## src/rtl/game_controller.sv

```systemverilog
// Pinball game sequencer: walks WELCOME/SERVE/PLAY/LOST/END on frame boundaries
// and owns the life counter and the saturating 4-digit score.
module game_controller #(
  parameter int LIVES_INIT  = 3,
  parameter int LOST_FRAMES = 60,
  parameter int SCORE_MAX   = 9999
) (
  input  logic        clk,
  input  logic        reset,
  input  logic        startOfFrame,
  input  logic        key_start,
  input  logic        ball_lost,
  input  logic        score_add_valid,
  input  logic [3:0]  score_add,
  output logic [1:0]  screen_sel,
  output logic        game_run,
  output logic        ball_reset,
  output logic [2:0]  lives,
  output logic [13:0] score
);

  typedef enum logic [2:0] {
    ST_WELCOME,
    ST_SERVE,
    ST_PLAY,
    ST_LOST,
    ST_END
  } state_t;

  localparam logic [2:0]  LIVES_LOAD = 3'(LIVES_INIT);
  localparam logic [7:0]  FRAME_LAST = 8'(LOST_FRAMES - 1);
  localparam logic [14:0] SCORE_CAP  = 15'(SCORE_MAX);

  state_t      state, state_next;
  logic [2:0]  lives_next;
  logic [13:0] score_next;
  logic [7:0]  frame_cnt, frame_next;
  logic        key_prev;
  logic        key_rise;
  logic [14:0] score_sum;

  // key_prev starts high so a key held through reset is not taken as a press
  assign key_rise  = key_start & ~key_prev;
  assign score_sum = {1'b0, score} + {11'd0, score_add};

  always_ff @(posedge clk) begin
    if (reset) begin
      state     <= ST_WELCOME;
      lives     <= '0;
      score     <= '0;
      frame_cnt <= '0;
      key_prev  <= 1'b1;
    end else begin
      state     <= state_next;
      lives     <= lives_next;
      score     <= score_next;
      frame_cnt <= frame_next;
      key_prev  <= key_start;
    end
  end

  always_comb begin
    state_next = state;
    lives_next = lives;
    score_next = score;
    frame_next = frame_cnt;
    case (state)
      ST_WELCOME: begin
        if (key_rise) begin
          state_next = ST_SERVE;
          lives_next = LIVES_LOAD;
          score_next = '0;
        end
      end
      ST_SERVE: begin
        if (startOfFrame) state_next = ST_PLAY;
      end
      ST_PLAY: begin
        // Score and life updates are independent so a simultaneous hit and loss both land
        if (score_add_valid)
          score_next = (score_sum > SCORE_CAP) ? SCORE_CAP[13:0] : score_sum[13:0];
        if (ball_lost) begin
          if (lives > 3'd1) begin
            lives_next = lives - 3'd1;
            frame_next = '0;
            state_next = ST_LOST;
          end else begin
            lives_next = '0;
            state_next = ST_END;
          end
        end
      end
      ST_LOST: begin
        if (startOfFrame) begin
          frame_next = frame_cnt + 8'd1;
          if (frame_cnt == FRAME_LAST) state_next = ST_SERVE;
        end
      end
      ST_END: begin
        if (key_rise) state_next = ST_WELCOME;
      end
      default: state_next = ST_WELCOME;
    endcase
  end

  always_comb begin
    screen_sel = 2'd1;
    game_run   = 1'b0;
    ball_reset = 1'b0;
    case (state)
      ST_WELCOME: screen_sel = 2'd0;
      ST_END:     screen_sel = 2'd2;
      ST_PLAY:    game_run   = 1'b1;
      ST_SERVE:   ball_reset = 1'b1;
      default:    screen_sel = 2'd1;
    endcase
  end

endmodule

```

## config.mk

```make
export PLATFORM = sky130hd
export DESIGN_NAME = game_controller
export DESIGN_NICKNAME = d
export VERILOG_FILES = /design/src/rtl/game_controller.sv
export SDC_FILE = /design/constraint.sdc
export NUM_CORES = 1
export LEC_CHECK = 0
export BUFFER_PORTS_ARGS = -buffer_cell sky130_fd_sc_hd__buf_2
export CAP_MARGIN = 20
export CORE_AREA = 2 2 90 92
export CTS_BUF_LIST = sky130_fd_sc_hd__clkbuf_2
export DETAILED_ROUTE_END_ITERATION = 8
export DIE_AREA = 0 0 92 94
export REMOVE_ABC_BUFFERS = 1
export SYNTH_ARGS = -nofsm -noshare
export SYNTH_HDL_FRONTEND = slang
export SYNTH_SLANG_ARGS = --single-unit
```

## constraint.sdc

```tcl
create_clock -name clk -period 2.4 [get_ports clk]
set_input_delay 0.24 -clock clk [delete_from_list [all_inputs] [get_ports clk]]
set_output_delay 0.24 -clock clk [all_outputs]
set_load 0.01 [all_outputs]
```

### After elaboration in Yosys (flattened, before gate mapping)

Index checks and enable logic that the tools add are counted.

* $add $sub $neg: 3
* $mul: 0
* div/mod/pow operators: 0
* order comparisons: 2
* equality and inequality tests: 13
* shift operators: 0
* muxes and demuxes: 23
* bitwise gates (word level): 2
* reduce and logical (&&, ||, !) cells: 7

Operator list (number)
* 2-to-1 mux 14 bit: 3
* 2-to-1 mux 3 bit: 10
* case mux 14 bit (2 select lines): 1
* 2-to-1 mux 8 bit: 3
* inequality test 2 bit (second input constant): 8
* case mux 8 bit (2 select lines): 1
* adder 14 x 4 -> 15 bit: 1
* greater-than comparator 15 x 14 -> 1 bit (second input constant): 1
* case mux 3 bit (5 select lines): 1
* adder 8 x 1 -> 8 bit (second input constant): 1
* equality test 8 x 6 -> 1 bit (second input constant): 1
* equality test 3 x 2 -> 1 bit (second input constant): 2
* case mux 3 bit (2 select lines): 1
* AND reduction 3 bit: 2
* AND reduction 6 bit: 1
* case mux 2 bit (2 select lines): 1
* AND reduction 4 bit: 1
* nonzero test 2 bit: 2
* equality test 3 x 1 -> 1 bit (second input constant): 1
* equality test 3 bit (second input constant): 1
* greater-than comparator 3 x 1 -> 1 bit (second input constant): 1
* zero test 3 bit: 1
* subtractor 3 x 1 -> 3 bit (second input constant): 1
* 2-to-1 mux 1 bit: 2
* 2 further kinds: 2

* bits in registers: 29
* latch bits: 0
* RAM bits: 0
* memory bits (read-only): 0
* input bits: 10
* memories: 0

### Longest topological paths before layout

Gate-level depths: netlist of run 1.

* depth in word-level cells: 5
* mapped depth: 12
* depth with buffers taken out: 11

### Worst setup path after synthesis of run 1

No wires, ideal clock.

* path type: reg-to-reg
* from: register score[0]
* to: register score[6]
* setup time: 74 ps
* arrival: 2584 ps
* data required time: 2326 ps
* slack: -258 ps
* cell stages (with the launch flop): 13
* clock period less this slack: 2658 ps
* path through: dfxtp_1 > ha_1 > inv_1 > fa_1 > nand2b_1 > a211oi_2 > mux2i_1 > a22o_1 > o21ai_1 > a22oi_4 > buf_6 > nand3_1 > a31oi_1

* cells in the longest elaborated chain, start to end: 5

RTL lines
* start: declaration: RTL line 19 `output logic [13:0] score`
* start signal: assignment: RTL line 56 `score <= score_next;`
* adder 14 x 4 -> 15 bit *: RTL line 44 `assign score_sum = {1'b0, score} + {11'd0, score_add};`
* greater-than comparator 15 x 14 -> 1 bit: RTL line 81 `score_next = (score_sum > SCORE_CAP) ? SCORE_CAP[13:0] : score_sum[13:0];`
* 2-to-1 mux 14 bit *: RTL line 81
* 2-to-1 mux 14 bit *: RTL line 80 `if (score_add_valid)`
* case mux 14 bit (2 select lines) *: RTL line 67 `case (state)`

Mark *: on every way between the ends. The rest lies on a longest branch, timed or not. The select of a mux whose other input is x is not followed.
A chain may end at the register's enable or synchronous reset.

### Final worst setup path of run 1

* from: register score[0]
* to: register score[11]

Same word-level chain as after synthesis.

==> results of run 1 <==
## layer usage
layer / global-route usage [%] / up-vias / part of all wire (%)
met5: 0 / - / 0
met4: 3.61 / 0 / 1.5
met3: 3.61 / 8 / 5.4
met2: 21.1 / 58 / 49
met1: 15.9 / 962 / 44
li1: - / 1041 / -
## layout make-up
class                           instances  area (sq um)  share of cell area [%]
Clock buffer                            5          25.0                   0.939
Clock inverter                          3          65.1                    2.44
Inverter                               15          56.3                    2.11
Multi-Input combinational cell        195          1340                    50.3
Sequential cell                        29           582                    21.8
Tap cell                              102           128                    4.79
Timing Repair Buffer                   71           469                    17.6
## cells in the final DEF (no fill, tap or decap), types with 2 or more instances in the layout
cell	n
buf_4	36
buf_2	31
dfxtp_1	28
nor2_1	27
nand2_1	19
a21oi_1	18
inv_1	14
o21ai_0	11
nor3_1	9
nand3_1	9
nand4_1	8
a31oi_1	7
ha_1	6
a21oi_2	5
xor2_1	5
nor2b_1	5
o211ai_1	5
clkbuf_2	5
and2_1	4
nand2b_1	4
o21ai_1	3
a22o_1	3
o21ai_2	3
a21o_1	3
or3_1	3
buf_6	3
o22ai_2	2
nor4_1	2
or2_2	2
xnor2_1	2
bufinv_16	2
## where the power goes
group,internal (uW),total [uW],switching [uW]
Clock,279,479,199
Sequential,493,508,15.1
Combinational,69.8,179,110
Total,842,1170,324
## flip-flops by register name, indices dropped and copies added (netlist names)
name and cells:
frame_cnt 8, key_prev 1, lives 3, score 14, state 3
## per-stage QoR
step	cell area [sq um]	std cells
2_1_floorplan	1830	238
3_3_place_gp	2360	403
3_5_place_dp	2360	403
4_1_cts	2540	413
5_1_grt	2660	420
6_report	2660	420
## kinds of logic after synthesis
| group | Yosys count | synth area share, % |
|---|---|---|
| adders and majority gates | 8 | 5.72 |
| and+or+nand+nor | 103 | 27.9 |
| AOI/OAI and AO/OA | 74 | 25.2 |
| muxes | 2 | 1.33 |
| xor gates and xnor gates | 7 | 3.26 |
| DFF | 29 | 30.9 |
| buffers and inverters | 24 | 5.65 |
## Yosys cell counts, types with 3 or more instances
master | instances | area share (%)
a21o_1 | 3 | 1.2
a21oi_1 | 24 | 6.4
a22o_1 | 3 | 1.4
a31oi_1 | 7 | 2.3
and2_1 | 4 | 1.3
clkbuf_1 | 5 | 1.0
dfxtp_1 | 29 | 31
ha_1 | 7 | 4.7
inv_1 | 15 | 3.0
nand2_1 | 19 | 3.8
nand2b_1 | 5 | 1.7
nand3_1 | 9 | 2.4
nand4_1 | 8 | 2.7
nor2_1 | 28 | 5.6
nor2b_1 | 6 | 2.0
nor3_1 | 9 | 2.4
o211ai_1 | 5 | 2.0
o21ai_0 | 15 | 4.0
or3_1 | 3 | 1.0
xor2_1 | 5 | 2.3
## worst max path at each step
stage / startpoint / end / slack, ps / cells past startpoint
2_1_floorplan: score[0] / score[10] / -360 / 11
3_3_place_gp: score_add[0] / score[5] / -330 / 14
3_5_place_dp: score_add[0] / score[5] / -410 / 14
4_1_cts: score[0] / score[6] / -170 / 13
5_1_grt: score[0] / score[11] / -270 / 13
6_report: score[0] / score[11] / -150 / 13
## timing repair
item / in CTS / in global routing
gates resized for setup: 19 / 14
endpoints found under the hold margin: 0 / 1
setup buffers: 1 / 5
setup endpoints to repair: 13 / 14
hold buffers: 0 / 1
cloned: 1 / 0
pin swaps: 8 / 6
==> impl_metrics.py, run 1 <==
metrics = {
    "min_path": {
        "hold_end": "lives[0]",
        "hp-class": "input port to flop",
        "hp-start": "reset",
        "holdPathStages": 2,
    },
    "grt": {
        "grt_pass1_wl_microns": 8810,
        "grt_max_degree": 17,
        "track_usage_pct": 12.6,
        "grt_pass1_vias": 1893,
        "grt_antenna_before_repair": 0,
        "grt_overflow": 0,
    },
    "worst_setup_path": {
        "worstPathRequired_ps": 2680,
        "start_kind": "flop",
        "worstRegToRegCells": 13,
        "cp_max_fo": 4,
        "r2r-end": "score[11]",
        "endpoint_kind": "flop",
        "slowest_delay_ps": 380,
        "reg2reg_slack_ps": -150,
        "cp_data_arrival_time_ps": 2830,
        "critPathBufInv": 4,
        "path_common_cell": "buf_4",
        "path_delay_family": "compound AO/OA/AOI/OAI gates",
        "crit_type": "flop to flop",
        "crit-reg2reg-launch": "score[0]",
        "critPathSlowestCell": "dfxtp_2",
        "worstPathCellList": "ha_4 -> inv_2 -> fa_2 -> nand2b_4 -> buf_4 -> a21oi_4 -> buf_4 -> nand2_1 -> o32ai_4 -> a22oi_2 -> buf_4 -> a32oi_1 -> a21oi_1",
    },
    "sta": {
        "holdWs_ps": 194,
        "worst_pin_slew_ps": 678,
        "timing.final.ws_setup_ps": -148,
        "period_minus_slack_ps": 2550,
        "finalSetupViolCount": 13,
        "maxSlewHeadroom_pct": 54.6,
        "fin_skew_ps": 8.39,
        "rsz0062_at_grt": "yes",
        "timing.final.crit_share_pct": 106,
        "final-max-slew-violation-count": 0,
        "clock.fmax_mhz": 392,
        "fin_tns_setup_ps": -1490,
        "hold_viol_final": 0,
    },
    "power": {
        "p_total_uw": 1170,
        "power_density_mw_per_mm2": 438,
        "irDropWorstVdd_mv": 0.218,
        "p_leak_uw": 0.00112,
    },
    "synth": {
        "synth-edff-count": 0,
        "ys_warn_count": 0,
        "netlist_area_sq_mm": 0.00188,
        "async_reset_ff_share_pct": 0,
        "synth-main-ff-cell": "dfxtp_1",
        "ys_seq_elements": 29,
        "synth_cell_types": 50,
        "syn_inst": 247,
        "avgSynthCellArea_sq_um": 7.61,
        "synth_seq_area_share_pct": 30.9,
    },
    "run_status": {
        "violations": "negative setup slack",
        "outcome": "finished with violations",
    },
    "run": {
        "drv_cap": 0,
    },
    "floorplanning": {
        "die_w_microns": 92,
        "ios": 31,
        "start_util_pct": 24.7,
        "coreArea_sq_mm": 0.00761,
        "dieArea_sq_mm": 0.00865,
        "die_y_microns": 94,
        "num_rows": 32,
    },
    "clocking": {
        "ctsLongestPathBuffers": 2,
        "root_buffer": "clkbuf_2",
        "cts_tree": "built",
        "cts_buffers": 5,
        "worstSkewPairLatency_ps": 390,
        "cts.sinks": 29,
        "htree_levels": 2,
        "cts.reportedPaths.clkPinSlew_ps": 180,
    },
    "placement": {
        "gp_routability_congestion": 0.777,
        "io_buffer_count": 30,
        "pre_cts_slack_ps": -410,
        "hpwl_microns": 3800,
    },
    "detailed_routing": {
        "drt_iter0_markers": 94,
        "avgRoutedWirePerCell_microns": 13.1,
        "finalWirelength_microns": 5480,
        "ant_nets": 0,
        "drc": 0,
        "vias": 2069,
        "dr.pass1.iters": 4,
        "vias_per_cell": 4.93,
    },
    "cells_and_area": {
        "areaGrowthSynthToFinish_pct": 41.6,
        "fill_cells": 801,
        "drive_gt1_share_pct": 34.9,
        "diodes": 0,
        "final_nets": 335,
        "fin_util_pct": 35.0,
    },
}
Note: power is estimated with default switching activity, not from simulation.
==> inputs of run 2 (changes only) <==
Clock period 2.4 ns to 2.85 ns, I/O delays scaled along.
==> impl_metrics.py, run 2 (synthesis gave the netlist of run 1 again) <==
metrics = {
    "detailed_routing": {
        "dr.pass1.iters": 4,
        "drt_iter0_markers": 60,
        "finalWirelength_microns": 5260,
        "ant_nets": 0,
        "vias": 1984,
        "avgRoutedWirePerCell_microns": 13.4,
        "vias_per_cell": 5.05,
        "drc": 0,
    },
    "worst_setup_path": {
        "slowest_delay_ps": 370,
        "worstPathCellList": "ha_2 -> inv_1 -> fa_2 -> nand2b_4 -> a21oi_4 -> nor4b_4 -> o22ai_2 -> o21ai_2 -> a22oi_4 -> buf_4 -> buf_4 -> a32oi_1 -> a21oi_1",
        "cp_data_arrival_time_ps": 2960,
        "critPathSlowestCell": "dfxtp_2",
        "endpoint_kind": "flop",
        "path_common_cell": "buf_4",
        "start_kind": "flop",
        "worstPathRequired_ps": 3130,
        "crit_type": "flop to flop",
        "cp_max_fo": 5,
    },
    "cells_and_area": {
        "multi_input_area_sq_mm": 0.00126,
        "layout_commonest_cell": "buf_2",
        "register_area_sq_um": 582,
        "reg_top3": "score x14, frame_cnt x8",
        "final_nets": 309,
        "fin_cells": 393,
        "layout_common_cells": "buf_2, dfxtp_1, nor2_1, a21oi_1, nand2_1",
        "fill_cells": 852,
        "drive_gt1_share_pct": 25.1,
        "final_area_sq_mm": 0.00233,
        "largest_reg_flops": 14,
        "areaGrowthSynthToFinish_pct": 23.7,
        "regMostFlops": "score",
        "diodes": 0,
        "fin_util_pct": 30.6,
    },
    "run": {
        "drv_cap": 0,
    },
    "grt": {
        "track_usage_pct": 12.0,
        "grt_antenna_before_repair": 0,
        "grt_overflow": 0,
        "grt_pass1_vias": 1762,
        "grt_pass1_wl_microns": 8290,
        "grt_max_degree": 17,
    },
    "power": {
        "p_leak_uw": 0.000945,
        "power_density_mw_per_mm2": 334,
        "irDropWorstVdd_mv": 0.0975,
        "seqPwrFrac_pct": 55.2,
        "power_frac_comb_pct": 17.1,
        "pwr-share-clk_pct": 27.7,
        "swShare_pct": 33.0,
        "p_int_uw": 520,
        "p_sw_uw": 256,
    },
    "sta": {
        "final-max-slew-violation-count": 0,
        "hold_viol_final": 0,
        "fin_skew_ps": 29.3,
        "rsz0062_at_grt": "no",
        "timing.final.ws_setup_ps": 174,
        "timing.final.crit_share_pct": 93.9,
        "maxSlewHeadroom_pct": 59.4,
        "worst_pin_slew_ps": 604,
        "finalSetupViolCount": 0,
        "clock.fmax_mhz": 374,
        "period_minus_slack_ps": 2680,
    },
    "clocking": {
        "cts.sinks": 29,
        "worstSkewPairLatency_ps": 390,
        "cts.reportedPaths.clkPinSlew_ps": 170,
        "root_buffer": "clkbuf_2",
        "ctsHoldBuffers": 0,
        "cts_tree": "built",
        "ctsLongestPathBuffers": 2,
        "htree_levels": 2,
        "cts_buffers": 5,
    },
    "placement": {
        "io_buffer_count": 30,
        "placedCellCount": 383,
        "place_area_sq_mm": 0.00221,
        "gp_routability_congestion": 0.832,
        "pre_cts_slack_ps": -1.20,
        "hpwl_microns": 3650,
    },
    "floorplanning": {
        "start_util_pct": 24.7,
        "dieArea_sq_mm": 0.00865,
        "coreArea_sq_mm": 0.00761,
        "num_rows": 32,
        "die_y_microns": 94,
        "die_w_microns": 92,
        "ios": 31,
    },
    "min_path": {
        "hp-class": "input port to flop",
    },
    "run_status": {
        "outcome": "finished clean",
    },
}
[run 2: cell types whose count changed in the layout (fill, tap and decap cells not counted), sizes merged]
cell         delta
bufinv          -2
buf            -24
dlygate4sd3     -1
a22oi           -1
clkbuf          +1
[run 2: area by class of cell]
| cell class | instances | area share [%] |
|---|---|---|
| tap | 102 | 5.49 |
| timing repair buffer | 46 | 11.6 |
| clock buffer | 6 | 1.29 |
| sequential | 29 | 25.0 |
| clock inverter | 1 | 0.161 |
| inverter | 15 | 2.42 |
| multi-input combinational | 194 | 54.0 |
[run 2: what timing repair did]
item | 4_1_cts | 5_1_grt
gates resized for setup | 0 | 13
setup buffers | 3 | 0
hold endpoints to repair | 0 | 0
pin swaps | 1 | 3
endpoints found under the setup margin | 5 | 13
[run 2: metal layers]
metal | vias up | wire (microns) | global-route usage, % | part of all wire, %
met5 | - | 0 | 0 | 0
met4 | 0 | 121 | 5.10 | 2.3
met3 | 14 | 282 | 3.21 | 5.4
met2 | 50 | 2490 | 20.3 | 47
met1 | 939 | 2370 | 14.4 | 45
li1 | 981 | - | - | -
[run 2: power by group through the flow]
stage / clock (uW) / combinational (uW) / sequential (uW)
detailed placement: 0 / 129 / 437
finish: 215 / 133 / 428
floorplan: 0 / 82.1 / 436
global placement: 0 / 129 / 437
CTS: 219 / 130 / 428
global route: 238 / 151 / 432
[run 2: worst max-delay path, delay by kind of cell (launching register included)]
family,cells,cell delay [ps]
adder cells (fa/ha/maj),2,510
buffers and inverters,3,370
flip-flops,1,370
AO/OA/AOI/OAI,6,890
AND/OR/NAND/NOR,2,420
[run 2: stage by stage]
| step | power, uW | setup TNS [ps] | hold slack [ps] |
|---|---|---|---|
| 3_5_place_dp | 567 | -1.20 | 473 |
| 4_1_cts | 777 | 0 | 84.9 |
| 3_3_place_gp | 566 | 0 | 469 |
| 2_1_floorplan | 518 | 0 | 354 |
| 5_1_grt | 821 | 0 | 66.9 |
| 6_report | 776 | 0 | 91.6 |
[run 2: final timing paths]
check | slack (ps) | end | startpoint | cells past startpoint
max reg2reg | 170 | score[11] | score[0] | 13
max | 170 | score[11] | score[0] | 13
min | 90 | key_prev | key_start | 2
min reg2reg | 490 | score[0] | score[0] | 2
==> inputs of run 3 (changes only) <==
Settings changed: PLACE_DENSITY set to 0.48.
==> impl_metrics.py, run 3 (synthesis gave the netlist of run 1 again) <==
metrics = {
    "placement": {
        "io_buffer_count": 30,
        "placedCellCount": 386,
        "gp_routability_congestion": 0.822,
        "hpwl_microns": 3790,
        "pre_cts_slack_ps": -70.7,
    },
    "power": {
        "p_total_uw": 888,
        "power_density_mw_per_mm2": 373,
        "irDropWorstVdd_mv": 0.199,
        "p_leak_uw": 0.000965,
    },
    "clocking": {
        "cts_buffers": 5,
        "ctsLongestPathBuffers": 2,
        "cts_tree": "built",
        "ctsHoldBuffers": 0,
        "htree_levels": 2,
        "cts.sinks": 29,
        "cts.reportedPaths.clkPinSlew_ps": 190,
        "worstSkewPairLatency_ps": 400,
        "root_buffer": "clkbuf_2",
    },
    "worst_setup_path": {
        "worstPathRequired_ps": 3170,
        "worstRegToRegCells": 13,
        "crit_start": "score[0]",
        "cp_max_fo": 6,
        "start_kind": "flop",
        "cp_data_arrival_time_ps": 2980,
        "crit_type": "flop to flop",
        "reg2reg_slack_ps": 190,
        "r2r-end": "score[10]",
        "endpoint_kind": "flop",
        "worstSetupEndpoint": "score[10]",
        "crit-reg2reg-launch": "score[0]",
    },
    "sta": {
        "clock.fmax_mhz": 376,
        "timing.final.crit_share_pct": 93.2,
        "timing.final.ws_setup_ps": 193,
        "maxSlewHeadroom_pct": 46.7,
        "final-max-slew-violation-count": 0,
        "fin_tns_setup_ps": 0,
        "fin_skew_ps": 21.0,
        "worst_pin_slew_ps": 779,
        "hold_viol_final": 0,
        "period_minus_slack_ps": 2660,
        "finalSetupViolCount": 0,
    },
    "grt": {
        "track_usage_pct": 12.4,
        "grt_max_degree": 17,
        "grt_antenna_before_repair": 0,
        "grt_pass1_wl_microns": 8640,
        "grt_overflow": 0,
        "grt_pass1_vias": 1782,
    },
    "floorplanning": {
        "start_util_pct": 24.7,
        "ios": 31,
        "coreArea_sq_mm": 0.00761,
        "die_w_microns": 92,
        "num_rows": 32,
        "die_y_microns": 94,
        "dieArea_sq_mm": 0.00865,
    },
    "cells_and_area": {
        "reg_top3": "score x14, frame_cnt x8",
        "layout_commonest_cell": "buf_2",
        "layout_common_cells": "buf_2, nor2_1, dfxtp_1, a21oi_1, nand2_1",
        "final_nets": 312,
        "fill_cells": 834,
        "regMostFlops": "score",
        "diodes": 0,
        "drive_gt1_share_pct": 25.4,
        "largest_reg_flops": 14,
        "areaGrowthSynthToFinish_pct": 26.7,
        "fin_cells": 397,
    },
    "detailed_routing": {
        "dr.pass1.iters": 4,
        "ant_nets": 0,
        "finalWirelength_microns": 5270,
        "drt_iter0_markers": 53,
        "drc": 0,
        "avgRoutedWirePerCell_microns": 13.3,
        "vias_per_cell": 4.91,
        "vias": 1949,
    },
    "min_path": {
        "hp-class": "input port to flop",
    },
    "run_status": {
        "outcome": "finished clean",
    },
    "run": {
        "drv_cap": 0,
    },
}
run 3: where the power goes:
part | switching (uW) | internal, uW | total, uW
clock | 176 | 149 | 326
combinational | 84.6 | 49.0 | 134
sequential | 13.5 | 415 | 429
run 3: layer usage:
metal  vias up  part of all wire, %  global-route usage [%]  wire [microns]
li1        986                    -                       -               -
met1       923                   48                    16.4            2550
met2        33                   47                    20.0            2490
met3         7                  3.3                    2.81             175
met4         0                  1.1                    3.73              57
met5         -                    0                       0               0
run 3: timing repair:
action,CTS,global route
gates cloned,0,0
pin swaps,1,7
setup endpoints to repair,8,13
gates resized for setup,0,12
buffers inserted,2,2
run 3: cell type report:
| type | instances | area, sq um | area share (%) |
|---|---|---|---|
| clock buffer | 5 | 25.0 | 1.05 |
| clock inverter | 3 | 46.3 | 1.94 |
| inverter | 15 | 56.3 | 2.36 |
| multi-input combinational | 194 | 1240 | 52.3 |
| sequential | 29 | 582 | 24.4 |
| tap | 102 | 128 | 5.36 |
| timing repair buffer | 49 | 300 | 12.6 |
run 3: critical path: stages, from the launching register on:
cell	delay [ps]
dfxtp_2	390
ha_4	140
inv_1	60
fa_2	380
nand2b_4	170
a211oi_4	330
buf_4	170
nor3_1	40
a21oi_1	150
o32ai_2	120
a22oi_4	200
buf_6	150
o31ai_1	70
a22o_1	210
run 3: worst min-delay path by stage:
stage                 startpoint  slack, ps  cells after the start            to
floorplan                  reset        350                      1  frame_cnt[1]
global placement    frame_cnt[1]        470                      2  frame_cnt[1]
detailed placement      score[3]        470                      1      score[3]
CTS                    key_start         90                      2      key_prev
global route           key_start        100                      2      key_prev
finish                 key_start         90                      2      key_prev
run 3: stage by stage:
stage	utilization [%]	cell area [sq um]	hold WS, ps
5_1_grt	31.3	2380	99.8
2_1_floorplan	-	1830	354
4_1_cts	30.4	2310	86.1
6_report	31.3	2380	93.1
3_5_place_dp	29.3	2230	470
3_3_place_gp	29.3	2230	469
